<file path="src/rtl/timer_countdown_core.sv">
// Countdown engine of the digital timer: holds the remaining count, decrements it once per
// prescaled tick and reports run/pause/expire status plus a one-cycle done pulse.
module timer_countdown_core #(
    parameter int unsigned TICK_DIV  = 50_000_000,
    parameter int unsigned MAX_COUNT = 255
) (
    input  logic       i_clk,
    input  logic       i_rst_n,
    input  logic       i_clear,
    input  logic       i_load,
    input  logic [7:0] i_load_val,
    input  logic       i_start,
    input  logic       i_pause,
    output logic [7:0] o_count,
    output logic [1:0] o_state,
    output logic       o_done,
    output logic       o_expired
);

    localparam int unsigned CW = 8;
    localparam int unsigned PW = $clog2(TICK_DIV);

    localparam logic [1:0] ST_IDLE    = 2'd0;
    localparam logic [1:0] ST_RUN     = 2'd1;
    localparam logic [1:0] ST_PAUSED  = 2'd2;
    localparam logic [1:0] ST_EXPIRED = 2'd3;

    localparam logic [PW-1:0] PRESC_LAST = PW'(TICK_DIV - 1);
    localparam logic [CW-1:0] COUNT_MAX  = CW'(MAX_COUNT);

    logic [1:0]    state_q, state_d;
    logic [CW-1:0] count_q, count_d;
    logic [PW-1:0] presc_q, presc_d;
    logic          done_q, done_d;
    logic          expired_q, expired_d;
    logic [CW-1:0] load_eff;
    logic          tick;

    assign load_eff = (i_load_val > COUNT_MAX) ? COUNT_MAX : i_load_val;
    assign tick     = (state_q == ST_RUN) && (presc_q == PRESC_LAST);

    always_ff @(posedge i_clk or negedge i_rst_n) begin
        if (!i_rst_n) begin
            state_q   <= ST_IDLE;
            count_q   <= '0;
            presc_q   <= '0;
            done_q    <= 1'b0;
            expired_q <= 1'b0;
        end else begin
            state_q   <= state_d;
            count_q   <= count_d;
            presc_q   <= presc_d;
            done_q    <= done_d;
            expired_q <= expired_d;
        end
    end

    // Command priority: clear > load > start > pause.
    always_comb begin
        state_d = state_q;
        count_d = count_q;
        presc_d = presc_q;
        done_d  = 1'b0;

        if (i_clear) begin
            state_d = ST_IDLE;
            count_d = '0;
            presc_d = '0;
        end else begin
            case (state_q)
                ST_IDLE: begin
                    presc_d = '0;
                    if (i_load) begin
                        count_d = load_eff;
                    end else if (i_start && (count_q != '0)) begin
                        state_d = ST_RUN;
                    end
                end
                ST_RUN: begin
                    if (i_load) begin
                        count_d = load_eff;
                        presc_d = '0;
                        state_d = (load_eff != '0) ? ST_RUN : ST_IDLE;
                    end else begin
                        presc_d = tick ? '0 : presc_q + PW'(1);
                        // Decrement first; an expiring tick overrides a same-cycle pause.
                        if (tick && (count_q <= CW'(1))) begin
                            count_d = '0;
                            state_d = ST_EXPIRED;
                            done_d  = 1'b1;
                        end else begin
                            if (tick) begin
                                count_d = count_q - CW'(1);
                            end
                            if (i_pause) begin
                                state_d = ST_PAUSED;
                            end
                        end
                    end
                end
                ST_PAUSED: begin
                    if (i_load) begin
                        count_d = load_eff;
                        presc_d = '0;
                        state_d = ST_IDLE;
                    end else if (i_start || i_pause) begin
                        state_d = ST_RUN;
                    end
                end
                default: begin
                    presc_d = '0;
                    count_d = '0;
                    if (i_load) begin
                        count_d = load_eff;
                        state_d = ST_IDLE;
                    end
                end
            endcase
        end

        expired_d = (state_d == ST_EXPIRED);
    end

    assign o_count   = count_q;
    assign o_state   = state_q;
    assign o_done    = done_q;
    assign o_expired = expired_q;

endmodule

</file>
<file path="config.mk">
export PLATFORM = sky130hd
export DESIGN_NAME = timer_countdown_core
export DESIGN_NICKNAME = d
export VERILOG_FILES = /design/src/rtl/timer_countdown_core.sv
export SDC_FILE = /design/constraint.sdc
export NUM_CORES = 1
export LEC_CHECK = 0
export ABC_AREA = 1
export CAP_MARGIN = 0
export CORE_MARGIN = 2
export CORE_UTILIZATION = 52
export CTS_CLUSTER_DIAMETER = 40
export CTS_CLUSTER_SIZE = 20
export DETAILED_ROUTE_END_ITERATION = 6
export PLACE_DENSITY = 0.74
export SLEW_MARGIN = 0
export SYNTH_ARGS = -nofsm -noshare
export SYNTH_HDL_FRONTEND = slang
export SYNTH_SLANG_ARGS = --single-unit
</file>
<file path="constraint.sdc">
create_clock -name i_clk -period 2.95 [get_ports i_clk]
set_clock_uncertainty 0.2 [all_clocks]
set_input_delay 0.59 -clock i_clk [delete_from_list [all_inputs] [get_ports i_clk]]
set_output_delay 0.59 -clock i_clk [all_outputs]
set_load 0.03 [all_outputs]
</file>
==> reports/metrics.yaml <==
final_layout:
  diodes: 0
  drive_above_1_share_pct: 8.24
  fin_nets: 441
  area_delta_synth_final_pct: 15.4
grt:
  grt_max_degree: 39
  grt.overflow.total: 0
  grt_pass1_wl_mm: 10.9
  antenna_found_initial: 0
  grt_usage_pct: 25.4
  grt_pass1_vias: 2373
yosys:
  yosysTopAreaCell: "dfrtp_1"
  synth_nets: 412
  synth_cells: 395
  synth_top_area_share_pct: 36.0
  avgSynthCellArea_um2: 6.68
  synth_area_um2: 2640
  synth_seq_area_share_pct: 36.0
  ys_seq_elements: 38
  ys_top_cells_by_area: "dfrtp_1 (36%), nand2_1 (15%), nor2_1 (9.4%)"
  synth_edf_count: 0
  ys_types: 31
  synth_common_cells: "nand2_1 (105), nor2_1 (66), inv_1 (40)"
  post-synth-top-count-cell: "nand2_1"
  synth_warnings: 0
  synth_flop_cell: "dfrtp_1"
  async_flop_share_pct: 100
setup_path:
  path_delay_family: "buffers and inverters"
  r2r-end: "o_count[1]"
  path_class: "flop to primary output"
  worstPathArrival_ns: 1.49
  rrSetupSlack_ns: 0.72
  slowest_delay_ns: 0.72
  worstSetupStartpointType: "flop"
  crit_path_cell_trace: "clkdlybuf4s50_1"
  cp_data_required_time_ns: 2.16
  rr_startpoint: "o_count[0]"
  path_buf_inv: 1
  crit_slowest_cell: "clkdlybuf4s50_1"
  cp-end-kind: "primary output"
  r2r_cells: 11
  crit_fanout: 5
clock_network:
  post_cts_buffers: 0
  clockBufferDepth: 2
  hold_buffers: 0
  cts.sinks: 38
  clk_pin_slew_ns: 0.08
  ctsRootBufferMaster: "clkbuf_8"
  cts_tree: "yes"
  clk-insertion-delay-late_ns: 0.29
  h-tree-depth: 2
  cts.repair.resized: 0
  cts_buffers: 5
placement:
  dp_hpwl_mm: 4.84
  portBuffers: 25
  gp_congestion: 0.919
floorplanning:
  fp.dieArea_um2: 5660
  die_w_um: 75.2
  io_pins: 26
  start_util_pct: 54.8
  die_h_um: 75.2
  core-area_um2: 4820
  rows: 25
sta:
  tns_ns: 0
  min_period_over_period_pct: 77.3
  tightestPinTransition_ns: 0.834
  slew_headroom_pct: 44.4
  rsz0062_at_grt: "false"
  hold_viol_final: 0
  report.final.slew_viol_count: 0
  holdWs_ns: 0.191
  final-setup-viol-count: 0
  period_minus_slack_ns: 2.28
  timing.fmax_mhz: 438
route:
  wl_per_cell_um: 13.4
  via_per_inst: 5.34
  wl_mm: 6.58
  first_pass_iters: 4
  via_count: 2628
  drc: 0
  drtAntennaViolNets: 0
  first_iter_violations: 221
outcome:
  status: "finished, final reports clean"
run:
  max_cap_viol_count: 0
power_and_ir_drop:
  cellLeakagePower_nw: 1.31
  peakVddDrop_mv: 0.246
  power_density_nw_per_um2: 388
min_path:
  hold_path_class: "primary input to async pin"
## worst max-delay path by stage
stage	start	to	slack, ns	depth (start not counted)
detailed placement	i_load	o_count[1]	0.49	7
finish	o_count[7]	o_count[7]	0.67	1
CTS	o_state[0]	o_state[0]	0.66	1
floorplan	o_count[0]	o_expired	1.03	11
global route	o_count[1]	o_count[1]	0.50	11
global placement	i_load	o_count[1]	0.53	8
## layout make-up
cell class | instances | area (µm²)
clock buffers | 7 | 86.3
clock inverters | 1 | 5.00
fillers | 475 | 1770
inverters | 46 | 175
multi-input cells | 306 | 1480
flip-flops and latches | 38 | 951
well taps | 67 | 83.8
repair buffers | 27 | 260
## where the power goes
part,internal [W],leakage [nW],switching (W)
Clock,0.000189,0.0482,0.000186
Sequential,0.000536,0.522,0.0000231
Combinational,0.0000970,0.742,0.000152
## kinds of logic after synthesis
family          share of synthesized area (%)
simple gates                             42.0
buf+inv                                  7.73
compound gates                           9.20
flops                                    36.0
xor+xnor                                 3.65
fa+ha+maj                                1.42
## sequential cells by signal, indices dropped and copies added, names as in the netlist
name       cells
presc_q       26
o_state        2
o_done         1
o_expired      1
o_count        8
## placed cells by master (no fill, tap or decap), types with 5 or more instances in the layout
cell type / netlist / routed
clkbuf_8: 0 / 6
nor3_1: 11 / 11
nand4_1: 9 / 9
o21ai_0: 7 / 7
inv_2: 5 / 5
nand2_1: 105 / 105
dfrtp_1: 38 / 38
inv_1: 40 / 40
nor2_2: 6 / 6
a21oi_1: 29 / 29
nor2_1: 66 / 66
xor2_1: 11 / 11
nand3_1: 32 / 32
clkdlybuf4s50_1: 0 / 24
## routing by layer
metal	part of all wire, %	GRT usage [%]	vias to the layer above
met1	44	33.0	1212
met4	1.8	9.75	0
met5	0	0	-
met3	4.5	3.75	13
met2	50	42.7	73
li1	-	-	1330
## stage by stage
| stage | utilization, % | setup WS (ns) | cell area (µm²) | cells | power, W |
|---|---|---|---|---|---|
| floorplan | - | 1.03 | 2640 | 395 | 0.000720 |
| global placement | 61.3 | 0.527 | 2950 | 484 | 0.000815 |
| detailed placement | 61.3 | 0.493 | 2950 | 484 | 0.000816 |
| CTS | 63.2 | 0.660 | 3050 | 492 | 0.00119 |
| global route | 63.2 | 0.496 | 3050 | 492 | 0.00124 |
| finish | 63.2 | 0.668 | 3050 | 492 | 0.00118 |
No activity file was read; power rests on OpenSTA's default activity.
